<file path="config.mk">
export PLATFORM = sky130hd
export DESIGN_NAME = uart_tx_fifo
export DESIGN_NICKNAME = d
export VERILOG_FILES = /design/src/rtl/uart_pkg.sv /design/src/rtl/uart_sync_fifo.sv /design/src/rtl/uart_tx_fifo.sv
export SDC_FILE = /design/constraint.sdc
export NUM_CORES = 1
export LEC_CHECK = 0
export BUFFER_PORTS_ARGS = -buffer_cell sky130_fd_sc_hd__buf_2
export CELL_PAD_IN_SITES_DETAIL_PLACEMENT = 1
export CELL_PAD_IN_SITES_GLOBAL_PLACEMENT = 1
export CORE_UTILIZATION = 45
export DETAILED_ROUTE_END_ITERATION = 12
export MAX_ROUTING_LAYER = met4
export PLACE_DENSITY_LB_ADDON = 0.25
export SLEW_MARGIN = 20
export SYNTH_ARGS = -nofsm -noshare
export SYNTH_HDL_FRONTEND = slang
export SYNTH_SLANG_ARGS = --single-unit
</file>
<file path="constraint.sdc">
create_clock -name clk -period 3.4 [get_ports clk]
set_clock_uncertainty 0.2 [all_clocks]
set_input_delay 0.17 -clock clk [delete_from_list [all_inputs] [get_ports clk]]
set_output_delay 0.17 -clock clk [all_outputs]
set_load 0.01 [all_outputs]
</file>
<file path="src/rtl/uart_pkg.sv">
// Shared UART constants: launch FSM encoding and default buffer geometry.
// Reused by the transmit and receive side buffers.
package uart_pkg;

    localparam int DWIDTH_DEF = 8;
    localparam int DEPTH_DEF  = 16;

    localparam logic [1:0] ST_IDLE = 2'd0;
    localparam logic [1:0] ST_ARM  = 2'd1;
    localparam logic [1:0] ST_SEND = 2'd2;

endpackage

</file>
<file path="src/rtl/uart_sync_fifo.sv">
// Single-clock FIFO with registered full/empty/count and a sticky overflow flag.
// Pushes into a full FIFO are dropped; pops from an empty FIFO are ignored.
module uart_sync_fifo #(
    parameter int  DWIDTH = 8,
    parameter int  DEPTH  = 16,
    localparam int AW     = $clog2(DEPTH)
) (
    input  logic              clk,
    input  logic              rst,
    input  logic              wr_en_i,
    input  logic [DWIDTH-1:0] wr_data_i,
    input  logic              pop_i,
    input  logic              clr_overflow_i,
    output logic [DWIDTH-1:0] rd_data_o,
    output logic              full_o,
    output logic              empty_o,
    output logic [AW:0]       count_o,
    output logic              overflow_o
);

    localparam logic [AW:0] FULL_CNT = (AW+1)'(DEPTH);
    localparam logic [AW:0] ONE      = (AW+1)'(1);

    logic [DWIDTH-1:0] mem_q [DEPTH];
    logic [AW-1:0]     wptr_q, wptr_d;
    logic [AW-1:0]     rptr_q, rptr_d;
    logic [AW:0]       count_q, count_d;
    logic              full_q, full_d;
    logic              empty_q, empty_d;
    logic              overflow_q, overflow_d;
    logic              push;
    logic              pop;

    assign push = wr_en_i & ~full_q;
    assign pop  = pop_i & ~empty_q;

    always_comb begin
        wptr_d  = wptr_q;
        rptr_d  = rptr_q;
        count_d = count_q;
        if (push) wptr_d = wptr_q + 1'b1;
        if (pop)  rptr_d = rptr_q + 1'b1;
        if (push && !pop)      count_d = count_q + ONE;
        else if (!push && pop) count_d = count_q - ONE;
        full_d  = (count_d == FULL_CNT);
        empty_d = (count_d == '0);
        // A dropped push outranks a clear landing on the same edge.
        overflow_d = (wr_en_i & full_q) | (overflow_q & ~clr_overflow_i);
    end

    always_ff @(posedge clk) begin
        if (push) mem_q[wptr_q] <= wr_data_i;
    end

    always_ff @(posedge clk or posedge rst) begin
        if (rst) begin
            wptr_q     <= '0;
            rptr_q     <= '0;
            count_q    <= '0;
            full_q     <= 1'b0;
            empty_q    <= 1'b1;
            overflow_q <= 1'b0;
        end else begin
            wptr_q     <= wptr_d;
            rptr_q     <= rptr_d;
            count_q    <= count_d;
            full_q     <= full_d;
            empty_q    <= empty_d;
            overflow_q <= overflow_d;
        end
    end

    assign rd_data_o  = mem_q[rptr_q];
    assign full_o     = full_q;
    assign empty_o    = empty_q;
    assign count_o    = count_q;
    assign overflow_o = overflow_q;

endmodule

</file>
<file path="src/rtl/uart_tx_fifo.sv">
// Transmit buffer in front of uart_tx: queues host bytes and launches them
// one per frame over the data_valid/busy handshake.
module uart_tx_fifo
    import uart_pkg::*;
#(
    parameter int  DWIDTH = DWIDTH_DEF,
    parameter int  DEPTH  = DEPTH_DEF,
    localparam int AW     = $clog2(DEPTH)
) (
    input  logic              clk,
    input  logic              rst,
    input  logic              wr_en,
    input  logic [DWIDTH-1:0] wr_data,
    output logic              full,
    output logic              empty,
    output logic [AW:0]       count,
    output logic              overflow,
    input  logic              clr_overflow,
    output logic [DWIDTH-1:0] p_data,
    output logic              data_valid,
    input  logic              busy
);

    logic [1:0]        state_q, state_d;
    logic [DWIDTH-1:0] p_data_q, p_data_d;
    logic              dv_q, dv_d;
    logic              launch;
    logic [DWIDTH-1:0] rd_data;

    uart_sync_fifo #(
        .DWIDTH (DWIDTH),
        .DEPTH  (DEPTH)
    ) u_fifo (
        .clk            (clk),
        .rst            (rst),
        .wr_en_i        (wr_en),
        .wr_data_i      (wr_data),
        .pop_i          (launch),
        .clr_overflow_i (clr_overflow),
        .rd_data_o      (rd_data),
        .full_o         (full),
        .empty_o        (empty),
        .count_o        (count),
        .overflow_o     (overflow)
    );

    assign launch = (state_q == ST_IDLE) & ~empty & ~busy;

    always_comb begin
        state_d  = state_q;
        p_data_d = p_data_q;
        dv_d     = 1'b0;
        unique case (state_q)
            ST_IDLE: begin
                if (launch) begin
                    p_data_d = rd_data;
                    dv_d     = 1'b1;
                    state_d  = ST_ARM;
                end
            end
            ST_ARM:  if (busy)  state_d = ST_SEND;
            ST_SEND: if (!busy) state_d = ST_IDLE;
            default: state_d = ST_IDLE;
        endcase
    end

    always_ff @(posedge clk or posedge rst) begin
        if (rst) begin
            state_q  <= ST_IDLE;
            p_data_q <= '0;
            dv_q     <= 1'b0;
        end else begin
            state_q  <= state_d;
            p_data_q <= p_data_d;
            dv_q     <= dv_d;
        end
    end

    assign p_data     = p_data_q;
    assign data_valid = dv_q;

endmodule
</file>
==> results by group <==
Worst setup path
  – Critical path cell sequence: mux4_2, mux2_2, a22oi_1, a21oi_1
  – Crit path launch type: register
  – Crit path DAT: 2.45 ns
  – Critical-path top delay cell: dfrtp_1
  – CP top delay family: multiplexers
  – CP peak stage delay: about 0.86 ns
  – Worst Path Required: about 3.5 ns
  – CP endpoint kind: register
  – Slack of the worst reg-to-reg path: ~1.0 ns
  – Crit Path Max Fanout: 14
  – Crit path buffers/inverters: 0
  – Kind of critical path: reg -> reg

Final layout
  – Final instance area: between 7000 and 8000 sq um
  – FILL cells: 1247
  – P&R area growth vs syn: 18.2%
  – Final non-filler cell total: 598
  – Layout cells sized above 1: around 28%
  – Antenna Cells: 0
  – Final core utilization: ~55%
  – Fin nets: around 430

Routing
  – Post-route ant nets: 0
  – Post-Route WL: between 10000 and 15000 microns
  – Avg WL per Cell: roughly 23 microns
  – # DRC: 0
  – Drt via density: 5.53
  – DRT Pass-1 Iters: 5
  – Initial detailed-routing violation count: ~250
  – Via count: 3307

Global routing
  – Gr usage total: 21.7%
  – Pin count of the biggest net entering global routing: 35
  – Vias in the first global route: between 3k and 4k
  – Initial antenna violation count: 0
  – Global-route wire length before repair: approximately 21000 microns
  – Grt ovf: 0

Synth
  – Post-Synthesis Cell Area: just over 6000 sq um
  – Post-synth EDFFs: between 100 and 150
  – Synth Flop Type: edfxtp_1
  – Syn_area_per_cell: approximately 18 sq um
  – Count leader, synth: edfxtp_1
  – Leading cell types by count after synthesis: 128 x edfxtp_1, 29 x mux4_2, 26 x dfrtp_1, 23 x nor2_1, 18 x nand2_1
  – Ys Warns: 0
  – Synth top area cells: edfxtp_1 62%, mux4_2 10%, dfrtp_1 10%
  – Synthesized Nets: 365
  – Synth async-reset ratio: about 17%
  – FF+latch count, synth: around 160
  – Largest area contributor in the netlist: edfxtp_1
  – Syn Inst Count: 345
  – Seq/Total Area, Yosys: 72.5%
  – Synth top area share: slightly above 60%
  – Synth unique cells: 43

Clock tree
  – Post-CTS sizing: 0
  – H-tree levels: 4
  – CTS Sinks: 155
  – CTS tree: built
  – Clk_lat worst skew: 0.43 ns
  – Clock Pin Slew Worst Setup and Hold Paths: roughly 0.060 ns
  – Worst-case clock buffer depth: 2
  – CTS Buf Count: 17
  – Clk Tree Root Cell: clkbuf_16

STA
  – Worst Tran Pin Value: between 1 and 1.5 ns
  – Worst hold margin: slightly below 0.08 ns
  – Max frequency: approximately 430 MHz
  – Final Setup Violations: 0
  – Max-slew violations: 0
  – Final min period: roughly 2.4 ns
  – Remaining max-slew budget at the tightest pin: around a third
  – Final Hold Vio Count: 0
  – RSZ-0062 raised after global routing: no
  – Fin crit share: 69.1%
  – TNS Setup: 0 ns
  – PnR worst setup slack: 1.05 ns

Pwr
  – Pwr Total: ~6.2 mW
  – P_int: ~4.3 mW
  – Pwr/cell area: ~840 nW/um^2
  – Sequential power share: a little over two fifths
  – Cell leakage power: approximately 2.6 nW
  – Sw Pwr: 1.89 mW
  – Clock power frac: 29.5%
  – Sw Share: around 31%
  – Combinational Power Share: roughly 27%
  – Worst vdd ir: about 0.49 mV

Floorplanning
  – Die Ht: ~120 microns
  – Boundary Pins: 30
  – Die area: ~14000 sq um
  – Core Rows: 42
  – Starting Density: between 40% and 50%
  – Die width: ~120 microns
  – CORE AREA: around 13000 sq um

Place
  – Area after DPL: 6680 sq um
  – Post-DP HPWL: approximately 8400 microns
  – Cell count after placement: about 550
  – Routability cong.: between 0.7 and 0.8
  – Place WS: 1.02 ns
  – IO Port Bufs: 29

Job
  – MaxCap Viol Count: 0

Worst hold path
  – Worst Hold Class: in -> reg

Status
  – Status: finished, final reports clean
[cell usage in the layout, fill, tap and decap left out, drive strengths merged, types with 5 or more instances in the layout]
| cell | instances |
|---|---|
| xnor2 | 9 |
| nor2 | 25 |
| clkbuf | 22 |
| mux4 | 29 |
| buf | 51 |
| a21oi | 8 |
| dfrtp | 26 |
| ha | 7 |
| edfxtp | 128 |
| nand2 | 18 |
| nor3 | 6 |
| mux2i | 14 |
| a31oi | 5 |
| dlygate4sd3 | 12 |
| inv | 8 |
| clkinv | 9 |
| o21ai | 7 |
[logic make-up (layout without fill, tap and decap cells)]
| logic type | count (synthesis) | in the layout | share of synthesized area [%] |
|---|---|---|---|
| AOI/OAI and AO/OA | 31 | 31 | 3.51 |
| xor gates and xnor gates | 11 | 11 | 1.55 |
| adders and majority gates | 7 | 7 | 1.40 |
| buffers and inverters | 27 | 104 | 2.13 |
| DFF | 155 | 155 | 72.5 |
| muxes | 47 | 47 | 13.4 |
| and+or+nand+nor | 67 | 67 | 5.48 |
[layer usage]
metal | track usage [%] | share of wire (%) | vias to the layer above
met2 | 33.7 | 49 | 94
met4 | 11.3 | 3.4 | 0
li1 | - | - | 1471
met3 | 4.80 | 5.3 | 38
met5 | - | 0 | -
met1 | 26.9 | 42 | 1704
[final cells by class]
type	count	area, sq um	area share (%)
Sequential cell	155	4520	61.3
Multi-Input combinational cell	163	1580	21.5
Clock buffer	22	474	6.43
Timing Repair Buffer	63	430	5.84
Tap cell	176	220	2.99
Clock inverter	10	96.3	1.31
Inverter	9	46.3	0.628
[path summary, 6_finish.rpt]
path / cells past startpoint / to / from
setup / recovery: 4 / p_data[2] / u_fifo.rptr_q[0]
hold / removal: 4 / u_fifo.wptr_q[0] / wr_en
setup reg to reg: 4 / p_data[2] / u_fifo.rptr_q[0]
hold reg to reg: 1 / state_q[0] / state_q[1]
max in group asynchronous: 4 / u_fifo.empty_o / rst
min in group asynchronous: 4 / p_data[3] / rst
[sequential cells by signal (all words and copies together) (netlist names)]
name	cells
state_q	2
u_fifo.overflow_o	1
u_fifo.wptr_q	4
u_fifo.rptr_q	4
data_valid	1
u_fifo.count_o	5
u_fifo.full_o	1
u_fifo.empty_o	1
p_data	8
u_fifo.mem_q	128
[worst min-delay path, stage by stage]
cell and delay [ns]:
buf_2 0.09, nor2b_1 0.12, buf_4 0.20, xnor2_1 0.08
[repair_timing]
item,in CTS,in global routing
endpoints found under the setup margin,0,0
hold endpoints to repair,158,0
buffers inserted,0,0
hold buffers,12,0
[power groups by stage]
stage | clock network (mW) | logic [mW] | registers [mW]
after detailed placement | 0 | 1.70 | 2.70
after global routing | 1.93 | 1.85 | 2.71
after global placement | 0 | 1.65 | 2.68
after floorplan | 0 | 1.27 | 2.56
after CTS | 1.86 | 1.72 | 2.67
final | 1.82 | 1.69 | 2.66
No activity file was read; power rests on OpenSTA's default activity.
